<file path="src/rtl/pipeline_hazard_ctrl.sv">
// Stall, flush and forwarding control for a 5-stage RV32I pipeline, with a data-memory wait FSM and timeout trap.
// Optional performance counters are enabled by defining HAZ_PERF_CNT_EN.
module pipeline_hazard_ctrl #(
  parameter int MEM_TIMEOUT = 16
`ifdef HAZ_PERF_CNT_EN
  , parameter int CNT_W = 32
`endif
) (
  input  logic       clk,
  input  logic       rst,
  input  logic [4:0] id_rs1,
  input  logic [4:0] id_rs2,
  input  logic       id_rs1_used,
  input  logic       id_rs2_used,
  input  logic [4:0] ex_rs1,
  input  logic [4:0] ex_rs2,
  input  logic [4:0] ex_rd,
  input  logic       ex_load,
  input  logic       ex_redirect,
  input  logic [4:0] mem_rd,
  input  logic       mem_reg_write,
  input  logic       mem_load,
  input  logic       mem_store,
  input  logic [4:0] wb_rd,
  input  logic       wb_reg_write,
  input  logic       dmem_ready,
  output logic       dmem_req,
  output logic       pc_stall,
  output logic       if_id_stall,
  output logic       id_ex_stall,
  output logic       ex_mem_stall,
  output logic       if_id_flush,
  output logic       id_ex_flush,
  output logic       mem_wb_flush,
  output logic [1:0] fwd_a,
  output logic [1:0] fwd_b,
  output logic       trap
`ifdef HAZ_PERF_CNT_EN
  , output logic [CNT_W-1:0] perf_stall_cyc,
  output logic [CNT_W-1:0] perf_flush_cnt,
  output logic [CNT_W-1:0] perf_mem_wait
`endif
);

  localparam logic [1:0] S_RUN      = 2'd0;
  localparam logic [1:0] S_MEM_WAIT = 2'd1;
  localparam logic [1:0] S_ERR      = 2'd2;
  localparam int         WCW        = $clog2(MEM_TIMEOUT + 1);
  localparam logic [WCW-1:0] WAIT_LAST = WCW'(MEM_TIMEOUT - 1);

  logic [1:0]     state_reg, state_next;
  logic [WCW-1:0] wait_cnt_reg, wait_cnt_next;
  logic           mem_acc;
  logic           load_use;
  logic           mem_hold;
  logic           ctrl_ok;

  assign mem_acc  = mem_load | mem_store;
  assign load_use = ex_load && (ex_rd != 5'd0) &&
                    ((id_rs1_used && (id_rs1 == ex_rd)) || (id_rs2_used && (id_rs2 == ex_rd)));

  // MEM-stage result wins over WB; loads in MEM have no data yet, and x0 is never forwarded.
  assign fwd_a = (mem_reg_write && !mem_load && (mem_rd != 5'd0) && (mem_rd == ex_rs1)) ? 2'b01 :
                 (wb_reg_write && (wb_rd != 5'd0) && (wb_rd == ex_rs1))                   ? 2'b10 : 2'b00;
  assign fwd_b = (mem_reg_write && !mem_load && (mem_rd != 5'd0) && (mem_rd == ex_rs2)) ? 2'b01 :
                 (wb_reg_write && (wb_rd != 5'd0) && (wb_rd == ex_rs2))                   ? 2'b10 : 2'b00;

  assign trap = (state_reg == S_ERR);

  always_comb begin
    state_next    = state_reg;
    wait_cnt_next = wait_cnt_reg;
    dmem_req      = 1'b0;
    mem_hold      = 1'b0;
    ctrl_ok       = 1'b0;
    case (state_reg)
      S_RUN: begin
        dmem_req = mem_acc;
        if (mem_acc && !dmem_ready) begin
          mem_hold      = 1'b1;
          state_next    = S_MEM_WAIT;
          wait_cnt_next = WCW'(1);
        end else begin
          ctrl_ok = 1'b1;
        end
      end
      S_MEM_WAIT: begin
        dmem_req = 1'b1;
        if (dmem_ready) begin
          ctrl_ok       = 1'b1;
          state_next    = S_RUN;
          wait_cnt_next = '0;
        end else begin
          mem_hold = 1'b1;
          if (wait_cnt_reg == WAIT_LAST) begin
            state_next = S_ERR;
          end else begin
            wait_cnt_next = wait_cnt_reg + WCW'(1);
          end
        end
      end
      S_ERR: begin
        mem_hold = 1'b1;
      end
      default: begin
        state_next    = S_RUN;
        wait_cnt_next = '0;
      end
    endcase
  end

  // Memory hold freezes everything upstream of MEM and bubbles WB; otherwise redirect beats load-use.
  always_comb begin
    pc_stall     = 1'b0;
    if_id_stall  = 1'b0;
    id_ex_stall  = 1'b0;
    ex_mem_stall = 1'b0;
    if_id_flush  = 1'b0;
    id_ex_flush  = 1'b0;
    mem_wb_flush = 1'b0;
    if (mem_hold) begin
      pc_stall     = 1'b1;
      if_id_stall  = 1'b1;
      id_ex_stall  = 1'b1;
      ex_mem_stall = 1'b1;
      mem_wb_flush = 1'b1;
    end else if (ctrl_ok) begin
      if (ex_redirect) begin
        if_id_flush = 1'b1;
        id_ex_flush = 1'b1;
      end else if (load_use) begin
        pc_stall    = 1'b1;
        if_id_stall = 1'b1;
        id_ex_flush = 1'b1;
      end
    end
  end

  always_ff @(posedge clk or negedge rst) begin
    if (!rst) begin
      state_reg    <= S_RUN;
      wait_cnt_reg <= '0;
    end else begin
      state_reg    <= state_next;
      wait_cnt_reg <= wait_cnt_next;
    end
  end

`ifdef HAZ_PERF_CNT_EN
  logic [2:0]       perf_inc;
  logic [CNT_W-1:0] perf_cnt_reg [3];

  assign perf_inc[0] = pc_stall;
  assign perf_inc[1] = if_id_flush;
  assign perf_inc[2] = (state_reg == S_MEM_WAIT);

  // Saturating counters: they stick at all-ones rather than wrap.
  generate
    for (genvar gi = 0; gi < 3; gi++) begin : g_perf
      always_ff @(posedge clk or negedge rst) begin
        if (!rst) begin
          perf_cnt_reg[gi] <= '0;
        end else if (perf_inc[gi] && (perf_cnt_reg[gi] != {CNT_W{1'b1}})) begin
          perf_cnt_reg[gi] <= perf_cnt_reg[gi] + CNT_W'(1);
        end
      end
    end
  endgenerate

  assign perf_stall_cyc = perf_cnt_reg[0];
  assign perf_flush_cnt = perf_cnt_reg[1];
  assign perf_mem_wait  = perf_cnt_reg[2];
`endif

endmodule

</file>
<file path="config.mk">
export PLATFORM = sky130hd
export DESIGN_NAME = pipeline_hazard_ctrl
export DESIGN_NICKNAME = d
export VERILOG_FILES = /design/src/rtl/pipeline_hazard_ctrl.sv
export SDC_FILE = /design/constraint.sdc
export NUM_CORES = 1
export LEC_CHECK = 0
export CAP_MARGIN = 40
export CORE_MARGIN = 4
export CORE_UTILIZATION = 38
export CTS_CLUSTER_DIAMETER = 50
export CTS_CLUSTER_SIZE = 14
export DETAILED_ROUTE_END_ITERATION = 12
export HOLD_SLACK_MARGIN = 0.08
export MAX_ROUTING_LAYER = met4
export PLACE_DENSITY_LB_ADDON = 0.25
export SYNTH_ARGS = -nofsm -noshare
export SYNTH_HDL_FRONTEND = slang
export SYNTH_SLANG_ARGS = --single-unit
</file>
<file path="constraint.sdc">
create_clock -name clk -period 2.9 [get_ports clk]
set_input_delay 0.435 -clock clk [delete_from_list [all_inputs] [get_ports clk]]
set_output_delay 0.435 -clock clk [all_outputs]
set_load 0.03 [all_outputs]
</file>
==> results of run 1 <==
## stage by stage
stage / util, % / hold WS [ns] / worst slack, ns
6_report: 72.2 / 0.442 / 0.134
5_1_grt: 72.2 / 0.444 / 0.0839
4_1_cts: 72.0 / 0.442 / 0.0133
3_5_place_dp: 70.7 / 0.480 / 0.0102
3_3_place_gp: 70.7 / 0.462 / 0.0487
2_1_floorplan: - / 0.139 / 0.388
## final timing paths
kind | startpoint | end | slack, ns | cells after the start
setup / recovery | mem_store | if_id_flush | 0.13 | 5
min in group clk | wait_cnt_reg[3]$_DFFE_PN0P_ | wait_cnt_reg[3]$_DFFE_PN0P_ | 0.49 | 1
hold reg to reg | wait_cnt_reg[3]$_DFFE_PN0P_ | wait_cnt_reg[3]$_DFFE_PN0P_ | 0.49 | 1
hold / removal | rst | wait_cnt_reg[0]$_DFFE_PN0P_ | 0.44 | 1
setup reg to reg | wait_cnt_reg[0]$_DFFE_PN0P_ | wait_cnt_reg[3]$_DFFE_PN0P_ | 0.83 | 7
max in group asynchronous | rst | wait_cnt_reg[2]$_DFFE_PN0P_ | 2.22 | 1
## cell type report
type | instances | area, um^2
Fill cell | 179 | 567
Tap cell | 27 | 33.8
Timing Repair Buffer | 59 | 581
Inverter | 5 | 18.8
Multi-Input combinational cell | 87 | 641
Sequential cell | 7 | 175
Clock buffer | 4 | 26.3
## worst max-delay path, stage by stage
cell and delay [ns]:
clkdlybuf4s50_1 0.43, or3_1 0.40, a21oi_1 0.21, and2_1 0.17, clkdlybuf4s50_1 0.68
## where the power goes
group | internal (mW) | switching (mW) | leakage, nW
clock | 0.0523 | 0.0330 | 0.0150
sequential | 0.105 | 0.00963 | 0.0925
combinational | 0.106 | 0.0842 | 0.521
## kinds of logic (layout without fill, tap and decap cells)
group,count (synthesis),after routing
AOI/OAI and AO/OA,16,16
and+or+nand+nor,37,37
DFF,7,7
adders and majority gates,2,2
muxes,2,2
xor gates and xnor gates,30,30
buffers and inverters,8,68
## layout by cell type, fill, tap and decap left out, types with 4 or more instances in the layout
master	netlist	final
xor2_1	22	22
xnor2_1	8	8
nand2_1	5	5
buf_4	3	6
nand3_1	4	4
or4_1	4	4
nor4_1	4	4
inv_1	5	5
clkdlybuf4s50_1	0	51
nor2_1	6	6
dfrtp_1	7	7
a21oi_1	4	4
## layer usage
layer  up-vias  GRT usage [%]
met5         -              -
met4         0           4.86
met3         4           6.06
met2        46           30.6
met1       438           20.3
li1        480              -
## what timing repair did
item,CTS,global route
setup endpoints to repair,0,2
gates resized for setup,0,2
buffers inserted,0,0
==> out/metrics.yaml, run 1 <==
placement:
  port_buffers: 58
  place_congestion: 0.885
  post_dp_cell_area_um2: 1440
  post-place-cells: 185
  dp_hpwl_um: 2390
clock_network:
  cts_buffer_depth: 2
  cts_max_level: 1
  cts_root_buf: "clkbuf_4"
  cts_tree: "done"
  insertion_delay_ns: 0.25
  cts_sinks: 7
  clk_pin_slew_worst_paths_ns: 0.05
  cts_hold_buf: 0
  numCtsBuffers: 3
pwr:
  p_per_area_nw_per_um2: 265
  vdd_drop_max_mv: 0.345
  leakage_nw: 0.628
  power_mw: 0.391
synthesis:
  synthFlopType: "dfrtp_1"
  muxShareOfSynthArea_pct: 2.34
  ys_types: 35
  synth_nets: 150
  ys_warn_count: 0
  synth_top_family_by_area: "XOR/XNOR gates"
  yosysMostFrequentCell: "xor2_1"
  synth_seq_cells: 7
  synth-adder-area-share_pct: 2.92
  synth_edf_count: 0
  ys_seq_area_share_pct: 20.4
  synthTopCellsByArea: "xor2_1 (22%), dfrtp_1 (20%), xnor2_1 (8.2%)"
  synth_top_area_share_pct: 22.5
  synth_compound_area_share_pct: 12.7
  synthTopCellsByCount: "xor2_1 (22), xnor2_1 (8), dfrtp_1 (7)"
  synth.cell_area_um2: 857
  yosys.area_share.simple_pct: 26.1
  synth_cells: 102
  avgSynthCellArea_um2: 8.40
  yosysTopAreaCell: "xor2_1"
  synth-xor-area-share_pct: 30.7
  synthArstFlopShare_pct: 100
cells_and_area:
  area_growth_pct: 72.1
  diodes: 0
  nNetsFinal: 211
  final_cells: 189
  largest_reg_flops: 5
  final_area_um2: 1480
  drive_gt1_share_pct: 8.02
global_routing:
  grt-ovfl-total: 0
  antenna_found_initial: 0
  grtUsageTotal_pct: 18.1
  grt_start_max_net_pins: 8
  grt_pass1_wl_um: 4440
  grt_pass1_vias: 1051
sta:
  finalSetupTns_ns: 0
  clock_skew_ns: 0.00433
  rsz0062_at_grt: "false"
  slew_viol_final: 0
  tightest_slew_ns: 0.442
  timing.final.crit_share_pct: 95.4
  maxSlewHeadroom_pct: 70.3
  finalSetupViolCount: 0
  clock.fmax_ghz: 0.362
  fin_crit_ns: 2.77
  timing_hold_violations_final: 0
critical_path:
  critPathMaxFanout: 3
  worst_ep_required_time_ns: 2.47
  critPathKind: "in -> out"
  crit_path_end_kind: "output pin"
  arrival_ns: 2.33
  start_kind: "input pin"
drt:
  routed.top_layer: "met4"
  antenna_left: 0
  drc: 0
  m1WireLength_um: 1100
  via_count: 968
  wl_per_cell_um: 14.4
  via_per_inst: 5.12
  drt_iter0_markers: 14
  route.met3.wl_um: 214
  firstDrtPassIters: 4
  drt_wl_total_um: 2720
  route.met2.wl_um: 1380
floorplanning:
  die_h_um: 55.5
  die_area_um2: 3080
  io_pins: 59
  rows: 16
  core_um2: 2040
  start_util_pct: 42.0
  die_w_um: 55.5
outcome:
  outcome: "complete, no violations"
job:
  cap_violations: 0
min_path:
  hp-class: "in -> async"
Note: power is estimated with default switching activity, not from simulation.
==> run 2, diff against run 1 <==
Settings changed: PLACE_DENSITY set to 0.86, PLACE_DENSITY_LB_ADDON 0.25 to not set.
==> out/metrics.yaml, run 2 (synthesized netlist as in run 1, its figures left out) <==
drt:
  via_count: 1003  # was 968
  drt_wl_total_um: 2730  # was 2720 um
  firstDrtPassIters: 4  # unchanged
  via_per_inst: 5.34  # was 5.12
  drc: 0  # unchanged
  wl_per_cell_um: 14.5  # was 14.4 um
  antenna_left: 0  # unchanged
  drt_iter0_markers: 16  # was 14
floorplanning:
  core_um2: 2040  # unchanged
  die_area_um2: 3080  # unchanged
  io_pins: 59  # unchanged
  die_h_um: 55.5  # unchanged
  die_w_um: 55.5  # unchanged
  start_util_pct: 42.0  # unchanged
  rows: 16  # unchanged
clock_network:
  cts_max_level: 1  # unchanged
  cts_tree: "done"  # unchanged
  cts_sinks: 7  # unchanged
  cts_buffer_depth: 2  # unchanged
  clk_pin_slew_worst_paths_ns: 0.05  # about the same
  insertion_delay_ns: 0.25  # about the same
  cts_root_buf: "clkbuf_4"  # unchanged
  cts_resized: 1  # was 0
  numCtsBuffers: 3  # unchanged
  cts_hold_buf: 0  # unchanged
  cts_setup_buffers: 0  # unchanged
cells_and_area:
  drive_gt1_share_pct: 8.07  # was 8.02%
  nNetsFinal: 210  # was 211
  area_growth_pct: 71.5  # was 72.1%
  final_area_um2: 1470  # was 1480 um^2
  final_cells: 188  # was 189
  final_cell_mix: "clkdlybuf4s50_1 (51), xor2_1 (22), xnor2_1 (8)"  # unchanged
  largest_reg_flops: 5  # unchanged
  diodes: 0  # unchanged
  final_common_cell: "clkdlybuf4s50_1"  # unchanged
  final_util_pct: 72.0  # was 72.2%
min_path:
  hp-class: "in -> async"  # unchanged
critical_path:
  worst_ep_required_time_ns: 2.47  # about the same
  critPathKind: "in -> out"  # unchanged
  arrival_ns: 2.32  # was 2.33 ns
  crit_path_end_kind: "output pin"  # unchanged
  critPathMaxFanout: 3  # unchanged
  start_kind: "input pin"  # unchanged
global_routing:
  grtUsageTotal_pct: 19.2  # was 18.1%
  antenna_found_initial: 0  # unchanged
  grt_pass1_wl_um: 4700  # was 4440 um
  grt-ovfl-total: 0  # unchanged
  grt_pass1_vias: 1059  # was 1,051
  grt_start_max_net_pins: 8  # unchanged
placement:
  port_buffers: 58  # unchanged
  dp_slack_ns: 0.0204  # was 0.0102 ns
  place_congestion: 0.948  # was 0.885
  dp_hpwl_um: 2350  # was 2390 um
  post-place-cells: 184  # was 185
  post_dp_cell_area_um2: 1440  # about the same
pwr:
  internal_power_mw: 0.262  # was 0.264 mW
  p_clk_share_pct: 23.0  # was 21.8%
  vdd_drop_max_mv: 0.305  # was 0.345 mV
  pwr-share-seq_pct: 28.9  # was 29.4%
  power_mw: 0.392  # was 0.391 mW
  combPwrFrac_pct: 48.1  # was 48.8%
  p_per_area_nw_per_um2: 267  # was 265 nW/um^2
  power_switching_mw: 0.130  # was 0.127 mW
  swShare_pct: 33.1  # was 32.4%
  leakage_nw: 0.604  # was 0.628 nW
sta:
  timing_hold_violations_final: 0  # unchanged
  slew_viol_final: 0  # unchanged
  rsz0062_at_grt: "false"  # unchanged
  fin_ws_ns: 0.146  # was 0.134 ns
  clock_skew_ns: 0.00197  # was 0.00433 ns
  finalSetupTns_ns: 0  # unchanged
  finalSetupViolCount: 0  # unchanged
  timing.final.crit_share_pct: 95.0  # was 95.4%
  clock.fmax_ghz: 0.363  # was 0.362 GHz
  fin_crit_ns: 2.75  # was 2.77 ns
  whs_ns: 0.441  # was 0.442 ns
  tightest_slew_ns: 0.456  # was 0.442 ns
  maxSlewHeadroom_pct: 69.3  # was 70.3%
job:
  cap_violations: 0  # unchanged
outcome:
  outcome: "complete, no violations"  # unchanged
==> run 2: final timing paths <==
kind,from,endpoint,cells after the start,slack (ns)
setup / recovery,mem_rd[2],fwd_a[0],5,0.15
hold / removal,rst,wait_cnt_reg[0]$_DFFE_PN0P_,1,0.44
setup reg to reg,wait_cnt_reg[0]$_DFFE_PN0P_,wait_cnt_reg[3]$_DFFE_PN0P_,7,0.81
hold reg to reg,wait_cnt_reg[3]$_DFFE_PN0P_,wait_cnt_reg[3]$_DFFE_PN0P_,1,0.49
max in group asynchronous,rst,wait_cnt_reg[1]$_DFFE_PN0P_,1,2.21
min in group clk,wait_cnt_reg[3]$_DFFE_PN0P_,wait_cnt_reg[3]$_DFFE_PN0P_,1,0.49
==> run 2: critical path: stages <==
cell and delay, ns:
clkdlybuf4s50_1 0.54, or4_1 0.15, o21ai_2 0.07, nor4_2 0.38
clkdlybuf4s50_1 0.74
==> run 2: per-layer routing <==
layer  wire length [um]  track usage [%]  vias up
met1               1170             22.3      453
met5                  0                -        -
met2               1270             31.8       65
met3                249             6.29        6
met4                 35             5.21        0
li1                   -                -      479
==> run 2: final cells by class <==
cell class	count	area (um^2)
fillers	162	572
inverters	5	18.8
repair buffers	58	569
clock buffers	4	26.3
well taps	27	33.8
flip-flops and latches	7	175
multi-input cells	87	647
==> run 2: power by group through the flow <==
stage                     Sequential, mW  Clock, mW  Combinational, mW
after detailed placement           0.115          0              0.187
after CTS                          0.113     0.0944              0.188
after global routing               0.115      0.106              0.204
after floorplan                    0.113          0             0.0867
after global placement             0.114          0              0.183
final                              0.113     0.0902              0.189
==> run 3, diff against run 2 <==
Settings changed: GPL_TIMING_DRIVEN set to 0.
==> out/metrics.yaml, run 3 (synthesized netlist as in run 1, its figures left out) <==
drt:
  drt_wl_total_um: 2810  # was 2730 um
  wl_per_cell_um: 14.7  # was 14.5 um
  firstDrtPassIters: 4  # unchanged
  via_per_inst: 5.28  # was 5.34
  drt_iter0_markers: 25  # was 16
  antenna_left: 0  # unchanged
  via_count: 1008  # was 1,003
  drc: 0  # unchanged
floorplanning:
  die_w_um: 55.5  # unchanged
  die_area_um2: 3080  # unchanged
  io_pins: 59  # unchanged
  die_h_um: 55.5  # unchanged
  start_util_pct: 42.0  # unchanged
  rows: 16  # unchanged
  core_um2: 2040  # unchanged
cells_and_area:
  final_area_um2: 1490  # was 1470 um^2
  final_util_pct: 72.8  # was 72.0%
  drive_gt1_share_pct: 7.32  # was 8.07%
  n_fill_cell: 173  # was 162
  final_common_cell: "clkdlybuf4s50_1"  # unchanged
  largest_reg_flops: 5  # unchanged
  area_growth_pct: 73.4  # was 71.5%
  final_cell_mix: "clkdlybuf4s50_1 (51), xor2_1 (22), xnor2_1 (8)"  # unchanged
  nNetsFinal: 213  # was 210
  final_cells: 191  # was 188
  diodes: 0  # unchanged
pwr:
  pwr-share-seq_pct: 28.1  # was 28.9%
  power_switching_mw: 0.138  # was 0.130 mW
  swShare_pct: 34.2  # was 33.1%
  power_mw: 0.403  # was 0.392 mW
  p_clk_share_pct: 24.0  # was 23.0%
  p_per_area_nw_per_um2: 271  # was 267 nW/um^2
  leakage_nw: 0.624  # was 0.604 nW
  vdd_drop_max_mv: 0.283  # was 0.305 mV
  internal_power_mw: 0.265  # was 0.262 mW
  combPwrFrac_pct: 48.0  # was 48.1%
clock_network:
  cts_buffer_depth: 2  # unchanged
  clk_pin_slew_worst_paths_ns: 0.06  # was 0.05 ns
  cts_max_level: 1  # unchanged
  insertion_delay_ns: 0.26  # was 0.25 ns
  cts_root_buf: "clkbuf_4"  # unchanged
  numCtsBuffers: 3  # unchanged
  cts_sinks: 7  # unchanged
  cts_hold_buf: 0  # unchanged
  cts_tree: "done"  # unchanged
sta:
  rsz0062_at_grt: "false"  # unchanged
  timing_hold_violations_final: 0  # unchanged
  slew_viol_final: 0  # unchanged
  clock_skew_ns: 0.000481  # was 0.00197 ns
  tightest_slew_ns: 0.535  # was 0.456 ns
  finalSetupViolCount: 0  # unchanged
  maxSlewHeadroom_pct: 64.0  # was 69.3%
  fin_crit_ns: 2.79  # was 2.75 ns
  whs_ns: 0.436  # was 0.441 ns
  clock.fmax_ghz: 0.358  # was 0.363 GHz
  finalSetupTns_ns: 0  # unchanged
  timing.final.crit_share_pct: 96.4  # was 95.0%
  fin_ws_ns: 0.105  # was 0.146 ns
global_routing:
  grt_use_met3_pct: 8.39  # was 6.29%
  antenna_found_initial: 0  # unchanged
  grt_start_max_net_pins: 8  # unchanged
  grt_use_met1_pct: 19.6  # was 22.3%
  grt-ovfl-total: 0  # unchanged
  top_usage_layer: "met2"  # unchanged
  grt_pass1_vias: 1068  # was 1,059
  grtUsageTotal_pct: 19.1  # was 19.2%
  met2_usage_pct: 32.6  # was 31.8%
  grt_pass1_wl_um: 4640  # was 4700 um
critical_path:
  critPathMaxFanout: 3  # unchanged
  slowest_stage: "clkdlybuf4s50_1"  # unchanged
  crit_path_end: "if_id_flush"  # was fwd_a[0]
  crit_buf_inv: 2  # unchanged
  worst_ep_required_time_ns: 2.47  # about the same
  start_kind: "input pin"  # unchanged
  cp_cell_sequence: "clkdlybuf4s50_1 -> or3_1 -> a21oi_1 -> and2_1 -> clkdlybuf4s50_1"  # was clkdlybuf4s50_1 -> or4_1 -> o21ai_2 -> nor4_2 -> clkdlybuf4s50_1
  cp.depth: 5  # unchanged
  arrival_ns: 2.36  # was 2.32 ns
  r2r_setup_slack_ns: 0.82  # was 0.81 ns
  critPathKind: "in -> out"  # unchanged
  r2r_start: "wait_cnt_reg[0]$_DFFE_PN0P_"  # unchanged
  critPathMaxStageDelay_ns: 0.67  # was 0.74 ns
  cp_common_cell: "clkdlybuf4s50_1"  # unchanged
  reg2reg_to: "wait_cnt_reg[3]$_DFFE_PN0P_"  # unchanged
  r2r_cells: 7  # unchanged
  crit_path_end_kind: "output pin"  # unchanged
  crit_family: "buffers and inverters"  # unchanged
  cp-startpoint: "mem_load"  # was mem_rd[2]
placement:
  place_congestion: 0.967  # was 0.948
  post_dp_cell_area_um2: 1470  # was 1440 um^2
  port_buffers: 58  # unchanged
  post-place-cells: 187  # was 184
  dp_hpwl_um: 2460  # was 2350 um
  dp_slack_ns: -0.268  # was 0.0204 ns
job:
  cap_violations: 0  # unchanged
outcome:
  outcome: "complete, no violations"  # unchanged
min_path:
  hp-class: "in -> async"  # unchanged
==> run 3: changes by cell type in the layout (fill, tap and decap cells not counted), sizes merged <==
| cell | previous run | this run |
|---|---|---|
| buf | 5 | 3 |
| clkbuf | 4 | 6 |
| dlygate4sd2 | 1 | 3 |
| clkdlybuf4s15 | 0 | 1 |
==> run 3: worst min-delay path by stage <==
stage	startpoint	to	slack, ns	cells after the start
after floorplan	rst	state_reg[0]$_DFFE_PN0P_	0.14	0
after global placement	wait_cnt_reg[3]$_DFFE_PN0P_	wait_cnt_reg[3]$_DFFE_PN0P_	0.46	1
after detailed placement	wait_cnt_reg[3]$_DFFE_PN0P_	wait_cnt_reg[3]$_DFFE_PN0P_	0.47	1
after CTS	rst	state_reg[1]$_DFFE_PN0P_	0.43	1
after global routing	rst	wait_cnt_reg[1]$_DFFE_PN0P_	0.46	1
final	rst	wait_cnt_reg[4]$_DFFE_PN0P_	0.44	1
==> run 3: what timing repair did <==
action | 4_1_cts | 5_1_grt
endpoints found under the hold margin | 0 | 0
setup buffers | 0 | 0
pin swaps | 0 | 0
endpoints found under the setup margin | 6 | 4
resized for setup | 6 | 8
==> run 3: power by group through the flow <==
stage / clock network [mW] / logic, mW / registers, mW
after CTS: 0.0994 / 0.194 / 0.113
after global placement: 0 / 0.188 / 0.114
after floorplan: 0 / 0.0867 / 0.113
after global routing: 0.106 / 0.208 / 0.115
after detailed placement: 0 / 0.196 / 0.115
final: 0.0967 / 0.193 / 0.113
==> run 3: per-layer routing <==
metal	wire length (um)	vias to the layer above
met2	1290	66
met1	1140	447
li1	-	489
met5	0	-
met4	53	0
met3	319	6
==> run 3: final cells by class <==
type	instances	area, um^2	area share (%)
repair buffers	58	569	38.3
plain buffers	3	22.5	1.52
clock buffers	4	26.3	1.77
multi-input cells	87	641	43.1
flip-flops and latches	7	175	11.8
inverters	5	18.8	1.26
well taps	27	33.8	2.27
